File: src/rtl/spi_shift_engine_pkg.sv
// Shared definitions for the SPI master serial path: default character
// geometry, the transfer state encoding and the len==0 -> MAX_CHAR rule.
package spi_shift_engine_pkg;

  localparam int MAX_CHAR_DEF = 32;
  localparam int LEN_BITS_DEF = 5;

  typedef enum logic {
    ST_IDLE = 1'b0,
    ST_XFER = 1'b1
  } xfer_state_e;

  // A programmed length of zero encodes a full-width character.
  function automatic int unsigned char_len(input int unsigned len,
                                           input int unsigned max_char);
    return (len == 0) ? max_char : len;
  endfunction

endpackage

File: src/rtl/spi_shift_engine_bit_counter.sv
// Bit counter for one direction of the serial path: loads the character
// length, counts down on qualified edges (never below zero) and turns the
// remaining count into a buffer index for LSB-first or MSB-first order.
module spi_bit_counter #(
  parameter int LEN_BITS = 5
) (
  input  logic                clk_in,
  input  logic                rst,
  input  logic                load,
  input  logic [LEN_BITS:0]   len_eff,
  input  logic                step,
  input  logic                lsb,
  output logic [LEN_BITS:0]   cnt,
  output logic [LEN_BITS-1:0] idx
);

  localparam int CW = LEN_BITS + 1;

  // Load on start, otherwise decrement while bits remain.
  always_ff @(posedge clk_in or posedge rst) begin
    if (rst) begin
      cnt <= '0;
    end else if (load) begin
      cnt <= len_eff;
    end else if (step && (cnt != '0)) begin
      cnt <= cnt - CW'(1);
    end
  end

  // Index of the bit handled by the next step, from the pre-decrement count;
  // both orders stay inside [len_eff-1:0].
  always_comb begin
    idx = '0;
    if (lsb) idx = LEN_BITS'(len_eff - cnt);
    else     idx = LEN_BITS'(cnt - CW'(1));
  end

endmodule

File: src/rtl/spi_shift_engine.sv
// SPI master serial data path. Consumes the clock generator's edge pulses,
// drives s_out / samples s_in from a shared TX/RX buffer, and reports tip
// and last back to the clock generator.
//
// Handshake: wr_en and go are single-cycle requests accepted only while
// tip=0; they are silently dropped while a transfer is in progress.
module spi_shift_engine
  import spi_shift_engine_pkg::*;
#(
  parameter int MAX_CHAR = MAX_CHAR_DEF,
  parameter int LEN_BITS = LEN_BITS_DEF
) (
  input  logic                clk_in,
  input  logic                rst,
  input  logic                wr_en,
  input  logic [MAX_CHAR-1:0] wr_data,
  input  logic                go,
  input  logic [LEN_BITS-1:0] len,
  input  logic                lsb,
  input  logic                tx_negedge,
  input  logic                rx_negedge,
  input  logic                pos_edge,
  input  logic                neg_edge,
  input  logic                s_in,
  output logic                s_out,
  output logic                tip,
  output logic                last,
  output logic [MAX_CHAR-1:0] rx_data
);

  localparam int CW = LEN_BITS + 1;

  xfer_state_e         state;
  logic [MAX_CHAR-1:0] buffer;
  logic [CW-1:0]       len_eff;
  logic [CW-1:0]       tx_cnt;
  logic [CW-1:0]       rx_cnt;
  logic [LEN_BITS-1:0] tx_idx;
  logic [LEN_BITS-1:0] rx_idx;
  logic                tx_edge;
  logic                rx_edge;
  logic                start;

  assign len_eff = CW'(char_len(32'(len), MAX_CHAR));
  assign tx_edge = tx_negedge ? neg_edge : pos_edge;
  assign rx_edge = rx_negedge ? neg_edge : pos_edge;
  assign start   = (state == ST_IDLE) && go;
  assign tip     = (state == ST_XFER);
  assign last    = (tx_cnt == '0);
  assign rx_data = buffer;

  spi_bit_counter #(.LEN_BITS(LEN_BITS)) u_tx_cnt (
    .clk_in  (clk_in),
    .rst     (rst),
    .load    (start),
    .len_eff (len_eff),
    .step    (tip && tx_edge),
    .lsb     (lsb),
    .cnt     (tx_cnt),
    .idx     (tx_idx)
  );

  spi_bit_counter #(.LEN_BITS(LEN_BITS)) u_rx_cnt (
    .clk_in  (clk_in),
    .rst     (rst),
    .load    (start),
    .len_eff (len_eff),
    .step    (tip && rx_edge),
    .lsb     (lsb),
    .cnt     (rx_cnt),
    .idx     (rx_idx)
  );

  // Transfer FSM with buffer load, TX drive and RX sampling; TX reads the
  // buffer before any RX write of the same cycle lands.
  always_ff @(posedge clk_in or posedge rst) begin
    if (rst) begin
      state  <= ST_IDLE;
      s_out  <= 1'b0;
      buffer <= '0;
    end else begin
      case (state)
        ST_IDLE: begin
          if (wr_en) buffer <= wr_data;
          if (go)    state  <= ST_XFER;
        end
        ST_XFER: begin
          if (tx_edge && (tx_cnt != '0)) s_out <= buffer[tx_idx];
          if (rx_edge && (rx_cnt != '0)) begin
            buffer[rx_idx] <= s_in;
            if (rx_cnt == CW'(1)) state <= ST_IDLE;
          end
        end
        default: state <= ST_IDLE;
      endcase
    end
  end

endmodule
File: config.mk
export PLATFORM = sky130hd
export DESIGN_NAME = spi_shift_engine
export DESIGN_NICKNAME = d
export VERILOG_FILES = /design/src/rtl/spi_shift_engine_pkg.sv /design/src/rtl/spi_shift_engine_bit_counter.sv /design/src/rtl/spi_shift_engine.sv
export SDC_FILE = /design/constraint.sdc
export NUM_CORES = 1
export LEC_CHECK = 0
export BUFFER_PORTS_ARGS = -buffer_cell sky130_fd_sc_hd__buf_2
export CORE_MARGIN = 2
export CORE_UTILIZATION = 59
export CTS_CLUSTER_DIAMETER = 200
export DETAILED_ROUTE_END_ITERATION = 6
export PLACE_DENSITY = 0.86
export SLEW_MARGIN = 10
export SYNTH_ARGS = -nofsm -noshare
export SYNTH_HDL_FRONTEND = slang
export SYNTH_SLANG_ARGS = --single-unit
File: constraint.sdc
create_clock -name clk_in -period 5.08 [get_ports clk_in]
set_input_delay 0.508 -clock clk_in [delete_from_list [all_inputs] [get_ports clk_in]]
set_output_delay 0.508 -clock clk_in [all_outputs]
set_load 0.005 [all_outputs]
==> key figures, run 1 <==
Status
  • Status: finished, final reports clean

Pwr
  • Sw Pwr: 1.35 mW
  • Static Leak: 1.79 nW
  • Peak supply drop: 0.313 mV
  • Int Power: 1.42 mW
  • Total power divided by cell area: 673 mW/mm²
  • Sw Share: 48.9%
  • Clock power frac: 9.6%
  • Part of the power in combinational logic: 62.7%
  • Register share of total power: 27.7%

Critical path
  • Worst-path fanout max: 13
  • Worst setup path startpoint: u_tx_cnt.cnt[0]$_DFFE_PP0P_
  • Critical Path RT: 5.29 ns
  • Reg2reg setup slack: 1.91 ns
  • Worst Setup Start Kind: register
  • CP endpoint: s_out$_DFFE_PP0P_
  • Critical Path End Type: register
  • WP data arrival: 3.38 ns
  • Worst reg2reg endpoint: s_out$_DFFE_PP0P_
  • R2r startpoint: u_tx_cnt.cnt[0]$_DFFE_PP0P_
  • R2R cell count: 8
  • WS Path Type: reg -> reg

Synthesis
  • Synthesized area: 0.00360 mm²
  • Syn avg cell area: 8.95 µm²
  • Synth unique cells: 71
  • Number of flops mapped to enable cells by yosys: 0
  • Seq/Total Area, Yosys: 32.0%
  • Async set-reset flop share out of synthesis: 100%
  • Most common flop cell mapped by yosys: dfrtp_1
  • Mapped Cells: 402
  • YS warnings: 0
  • Flops & latches, synth: 46
  • Syn Nets: 465

Placed design
  • Placed instance count: 538
  • RePlAce Congestion: 0.955
  • Buffers on Ports: 81
  • Setup WS pre-CTS: 1.80 ns
  • DPL Wire Length: 7.68 mm

Clock network
  • Clock latency on the worst-skew pair: 0.31 ns
  • CTS Buf Count: 5
  • Clk root buf: clkbuf_8
  • CTS tree: built
  • # Post-CTS Setup Buffers: 0
  • Clock transition at the registers of the reported paths: 0.10 ns
  • CTS resizes: 0
  • H-Tree Level Count: 2
  • Total clock sinks: 46
  • Max clock buf depth: 2
  • Cts hold-fix bufs: 0

Die
  • Num rows: 28
  • Initial Utilization: 60.8%
  • Die height: 82.1 µm
  • I/O pin count: 82
  • Die X: 82.1 µm
  • Total die area: 0.00674 mm²
  • Core Region: 0.00592 mm²

Final layout
  • N_diodes: 0
  • Layout area overhead: 14.5%
  • Final Non-Filler Cells: 546
  • Nets: 533
  • Layout cells sized above 1: 26.8%

Timing
  • Min Tclk post-route: 3.17 ns
  • Setup Skew: 0.0159 ns
  • Slew Limit Fails: 0
  • Setup TNS: 0 ns
  • Relative slew slack: 37.8%
  • Setup ws final: 1.91 ns
  • RSZ-0062 raised after global routing: false
  • Final hold vios: 0
  • Endpoints failing setup: 0
  • Final worst-path cycle share: 62.5%
  • F_max: 0.315 GHz
  • Worst-margin pin slew: 0.915 ns

Route
  • WL final: 10.4 mm
  • Vias: 3620
  • DR vias/cell: 6.63
  • Initial DRC count: 360
  • Post-route ant nets: 0
  • First-pass DRT Iterations: 6
  • Routed len/inst: 19.1 µm
  • DRC errors left: 0

Job
  • Max-cap violations: 0

Global routing
  • Number of global-route vias before repair: 3349
  • Global-route wire length before repair: 16.5 mm
  • Pin count of the biggest net entering global routing: 47
  • Total GRT Usage: 32.4%
  • Antenna violations before repair: 0
  • Gr ovfl total: 0

Worst hold path
  • Worst min path class: in -> async
worst min path at each step:
stage	cells after the start	start	to
2_1_floorplan	1	s_out$_DFFE_PP0P_	s_out$_DFFE_PP0P_
3_3_place_gp	1	s_out$_DFFE_PP0P_	s_out$_DFFE_PP0P_
3_5_place_dp	1	s_out$_DFFE_PP0P_	s_out$_DFFE_PP0P_
4_1_cts	3	rst	u_tx_cnt.cnt[3]$_DFFE_PP0P_
5_1_grt	3	rst	u_tx_cnt.cnt[3]$_DFFE_PP0P_
6_report	3	rst	u_tx_cnt.cnt[5]$_DFFE_PP0P_
synthesized netlist by cell type (11+ instances only):
cell	number	area, µm²
nor3_1	20	100
mux2i_1	11	110
clkbuf_1	14	52.6
inv_1	20	75.1
nand2_1	29	109
a211oi_1	30	225
ha_1	14	175
dfrtp_1	46	1150
nor2_1	27	101
a21oi_1	29	145
o21ai_0	15	75.1
nand3_1	14	70.1
placed cells by master (no fill, tap or decap), types with 3 or more instances in the layout:
master and count:
dfrtp_1 46, mux2i_1 11, or3_1 4, o211ai_1 3
buf_4 4, a211oi_1 30, nor4_1 4, o31ai_1 3
a211oi_2 3, o32ai_1 5, nand3b_1 3, or2_1 3
nor3_1 20, buf_2 81, inv_1 19, o21ai_0 15
nor2_2 3, a21oi_1 29, clkbuf_8 7, xor2_1 3
ha_1 14, a211o_1 4, nand2b_1 9, nor2b_1 5
nor2_1 26, xnor2_1 8, nand3_1 14, a31oi_1 3
o22ai_1 5, mux4_2 3, nor2_4 3, nand2_1 29
flip-flops by register name (all words and copies together) (netlist names):
name,flops
s_out,1
rx_data,32
u_tx_cnt.cnt,6
u_rx_cnt.cnt,6
tip,1
worst max-delay path, stage by stage (launching register included):
cell and delay (ns):
dfrtp_1 0.48, ha_1 0.27, fa_1 0.45, mux2i_2 0.65
mux4_2 0.59, mux2i_1 0.13, nand2_1 0.07, nor4bb_1 0.15
a221o_1 0.27
metrics by stage:
step | power, mW | util, % | hold slack (ns) | instance area [µm²]
after floorplan | 2.01 | - | 0.506 | 3600
after global placement | 2.40 | 67.8 | 0.516 | 4010
after detailed placement | 2.46 | 67.8 | 0.531 | 4010
after CTS | 2.74 | 69.6 | 0.356 | 4120
after global routing | 2.98 | 69.6 | 0.401 | 4120
final | 2.77 | 69.6 | 0.310 | 4120
power groups by stage:
stage	Clock (mW)	Sequential, mW	Combinational, mW
finish	0.267	0.766	1.74
global route	0.280	0.783	1.91
CTS	0.265	0.756	1.71
detailed placement	0	0.762	1.70
global placement	0	0.754	1.65
floorplan	0	0.696	1.31
area by class of cell:
class                           count  area [µm²]
Sequential cell                    46        1150
Tap cell                           75        93.8
Multi-Input combinational cell    310        2250
Clock inverter                      1        8.76
Clock buffer                        7        96.3
Fill cell                         480        1800
Inverter                           22        82.6
Timing Repair Buffer               85         435
per-layer routing:
layer / part of all wire, % / routed length [µm] / vias to the layer above / GRT usage, %
met4: 2.1 / 223 / 0 / 11.2
met2: 48 / 4980 / 232 / 51.8
met1: 39 / 4110 / 1733 / 43.8
met3: 11 / 1120 / 28 / 6.85
li1: - / - / 1627 / -
met5: 0 / 0 / - / 0
cell families (layout without fill, tap and decap cells):
group                    count (synthesis)  after routing  synth area share (%)
buffers and inverters                   46            115                  5.53
flip-flops                              46             46                  32.0
XOR/XNOR                                13             13                  3.89
adder cells (fa/ha/maj)                 16             16                  5.98
AND/OR/NAND/NOR                        139            139                  20.8
AO/OA/AOI/OAI                          120            120                  23.7
multiplexers                            22             22                  8.10
Power figures use the tool's default switching activity.
==> run 2, diff against run 1 <==
- ABC_AREA: default -> 1
- CORE_UTILIZATION: 59 -> 57
- PLACE_DENSITY: 0.86 -> 0.82
- clock period: 5.08 -> 3.33 ns (I/O delays scaled with it)
==> run 2 against run 1 <==
Against the previous run: sequential cell count stayed put; wire length is 15% higher; clock skew is 0.0075 ns lower; clock power is 63% higher; non-clock buffer count is 1 higher; critical path depth is 3 higher; global-route usage is 2.3 points lower; largest cell class unchanged.
==> key figures, run 2 <==
Route
  • DRC errors left: 0 (unchanged)
  • Vias: 4608 (+27%)
  • Routed len/inst: 14.8 µm (-22%)
  • WL final: 12.0 mm (+15%)
  • First-pass DRT Iterations: 5 (-1)
  • Initial DRC count: 351 (-2.5%)
  • Post-route ant nets: 0 (unchanged)
  • DR vias/cell: 5.70 (-14%)

Critical path
  • Worst-path fanout max: 15 (+2)
  • Critical Path RT: 3.54 ns (-1.75 ns)
  • Reg2reg setup slack: 0.83 ns (-1.08 ns)
  • Worst Setup Start Kind: register
  • WP data arrival: 2.71 ns (-0.67 ns)
  • Critical Path End Type: register
  • WS Path Type: reg -> reg

Timing
  • Setup TNS: 0 ns (unchanged)
  • F_max: 0.400 GHz (+27%)
  • Final worst-path cycle share: 75.0% (+13 points)
  • Worst-margin pin slew: 1.02 ns (+0.104 ns)
  • Endpoints failing setup: 0 (unchanged)
  • Slew Limit Fails: 0 (unchanged)
  • Relative slew slack: 32.0% (-5.8 points)
  • Setup Skew: 0.00843 ns (-0.00750 ns)
  • Min Tclk post-route: 2.50 ns (-0.675 ns)
  • Final hold vios: 0 (unchanged)
  • RSZ-0062 raised after global routing: false

Pwr
  • Total power divided by cell area: 911 mW/mm² (+35%)
  • Power consumption: 4.24 mW (+53%)
  • Static Leak: 2.73 nW (+53%)
  • Peak supply drop: 0.406 mV (+30%)

Die
  • I/O pin count: 82 (unchanged)
  • Core Region: 0.00718 mm² (+21%)
  • Die X: 89.8 µm (+9.4%)
  • Initial Utilization: 58.5% (-2.2 points)
  • Die height: 89.8 µm (+9.4%)
  • Total die area: 0.00807 mm² (+20%)
  • Num rows: 31 (+11%)

Synthesis
  • Count leader, synth: nand2_1
  • YS warnings: 0 (unchanged)
  • Yosys top cell by area: dfrtp_1
  • Mapped Cells: 650 (+62%)
  • Seq/Total Area, Yosys: 27.4% (-4.6 points)
  • Synth unique cells: 36 (-49%)
  • Syn avg cell area: 6.46 µm² (-28%)
  • Number of flops mapped to enable cells by yosys: 0 (unchanged)
  • Ranking of synthesized cells by area: dfrtp_1, nand2_1, nand4_1
  • Synthesized area: 0.00420 mm² (+17%)
  • Flops & latches, synth: 46 (unchanged)
  • Most common flop cell mapped by yosys: dfrtp_1
  • Area share of the leading cell type in the synthesized netlist: 27.4% (-4.6 points)
  • Syn Nets: 713 (+53%)
  • Most frequent cells after synthesis: nand2_1, nand3_1, nand4_1
  • Async set-reset flop share out of synthesis: 100% (unchanged)

Final layout
  • Most common cell after layout, fill and taps aside: nand2_1
  • N_diodes: 0 (unchanged)
  • Fill cells: 679 (+41%)
  • Most frequent cells in the layout: nand2_1, buf_2, nand3_1
  • Largest register FFs: 32 (unchanged)
  • Layout cells sized above 1: 20.5% (-6.3 points)
  • Nets: 771 (+45%)
  • Layout area overhead: 10.9%

Global routing
  • Total GRT Usage: 30.1% (-2.3 points)
  • Antenna violations before repair: 0 (unchanged)
  • Pin count of the biggest net entering global routing: 50 (+6.4%)
  • Number of global-route vias before repair: 4234 (+26%)
  • Global-route wire length before repair: 20.3 mm (+23%)
  • Gr ovfl total: 0 (unchanged)

Worst hold path
  • Worst min path class: in -> async

Job
  • Max-cap violations: 0 (unchanged)

Clock network
  • CTS tree: built
  • Cts hold-fix bufs: 0 (unchanged)
  • Clock transition at the registers of the reported paths: 0.10 ns (about the same)
  • H-Tree Level Count: 2 (unchanged)
  • # Post-CTS Setup Buffers: 0 (unchanged)
  • Max clock buf depth: 2 (unchanged)
  • Total clock sinks: 46 (unchanged)
  • Clk root buf: clkbuf_8
  • CTS resizes: 0 (unchanged)
  • Clock latency on the worst-skew pair: 0.31 ns (about the same)
  • CTS Buf Count: 5 (unchanged)

Placed design
  • DPL Wire Length: 8.65 mm (+13%)
  • RePlAce Congestion: 0.958 (+0.27%)
  • Buffers on Ports: 81 (unchanged)

Status
  • Status: finished, final reports clean
-- run 2: cell count changes after synthesis, sizes merged, moves of 14 or more --
cell    before  now
buf         10   27
nand2       29  282
a211oi      33    0
mux2i       14    0
nand3       14   65
nor3        20    2
inv         21   65
nand4        2   62
a21oi       31   11
-- run 2: path summary, 6_finish.rpt --
path,cells after the start,to,from
setup / recovery,11,rx_data[9]$_DFFE_PP0P_,u_rx_cnt.cnt[0]$_DFFE_PP0P_
hold / removal,2,rx_data[12]$_DFFE_PP0P_,rst
setup reg to reg,11,rx_data[9]$_DFFE_PP0P_,u_rx_cnt.cnt[0]$_DFFE_PP0P_
hold reg to reg,2,s_out$_DFFE_PP0P_,s_out$_DFFE_PP0P_
max in group asynchronous,2,u_rx_cnt.cnt[0]$_DFFE_PP0P_,rst
min in group clk_in,5,rx_data[23]$_DFFE_PP0P_,wr_data[23]
-- run 2: layout make-up --
type                    count  area, µm²  area share [%]
clock inverters             3       40.0           0.860
flip-flops and latches     46       1150            24.7
multi-input cells         504       2580            55.5
well taps                  99        124            2.66
inverters                  65        246            5.29
repair buffers             86        443            9.51
clock buffers               5       68.8            1.48
-- run 2: kinds of logic (layout without fill, tap and decap cells) --
| group | Yosys count | count (layout) | synth area share (%) |
|---|---|---|---|
| and+or+nand+nor | 439 | 439 | 48.9 |
| buffers and inverters | 100 | 159 | 11.1 |
| DFF | 46 | 46 | 27.4 |
| AOI/OAI and AO/OA | 41 | 41 | 5.84 |
| adders and majority gates | 16 | 16 | 5.12 |
| xor gates and xnor gates | 8 | 8 | 1.67 |
-- run 2: worst max-delay path, stage by stage (launching register included) --
cell and delay (ns):
dfrtp_1 0.43, ha_1 0.21, inv_1 0.08, fa_1 0.41, nand2_1 0.08, o21ai_2 0.10
nor2_2 0.58, nand4_1 0.24, nand2_1 0.10, nand2_1 0.06, nand2_1 0.06, nand2_1 0.05
-- run 2: stage by stage --
| step | std cells | cell area, µm² | hold WS (ns) | util (%) | worst slack [ns] |
|---|---|---|---|---|---|
| CTS | 808 | 4660 | 0.306 | 64.9 | 0.849 |
| global placement | 800 | 4550 | 0.467 | 63.4 | 0.776 |
| global route | 808 | 4660 | 0.326 | 64.9 | 0.618 |
| detailed placement | 800 | 4550 | 0.466 | 63.4 | 0.756 |
| finish | 808 | 4660 | 0.260 | 64.9 | 0.831 |
| floorplan | 650 | 4200 | 0.471 | - | 1.33 |
-- run 2: power breakdown --
group | total (mW) | switching (mW) | internal (mW) | leakage [nW]
logic | 2.81 | 1.94 | 0.869 | 2.07
registers | 1.00 | 0.220 | 0.780 | 0.604
clock network | 0.436 | 0.215 | 0.222 | 0.0579
-- run 2: per-layer routing --
| metal | vias to the layer above | part of all wire, % | track usage, % | wire length [µm] |
|---|---|---|---|---|
| li1 | 2251 | - | - | - |
| met1 | 2137 | 45 | 41.3 | 5390 |
| met2 | 206 | 47 | 49.4 | 5590 |
| met3 | 14 | 6.9 | 4.69 | 831 |
| met4 | 0 | 1.3 | 8.46 | 157 |
| met5 | - | 0 | 0 | 0 |
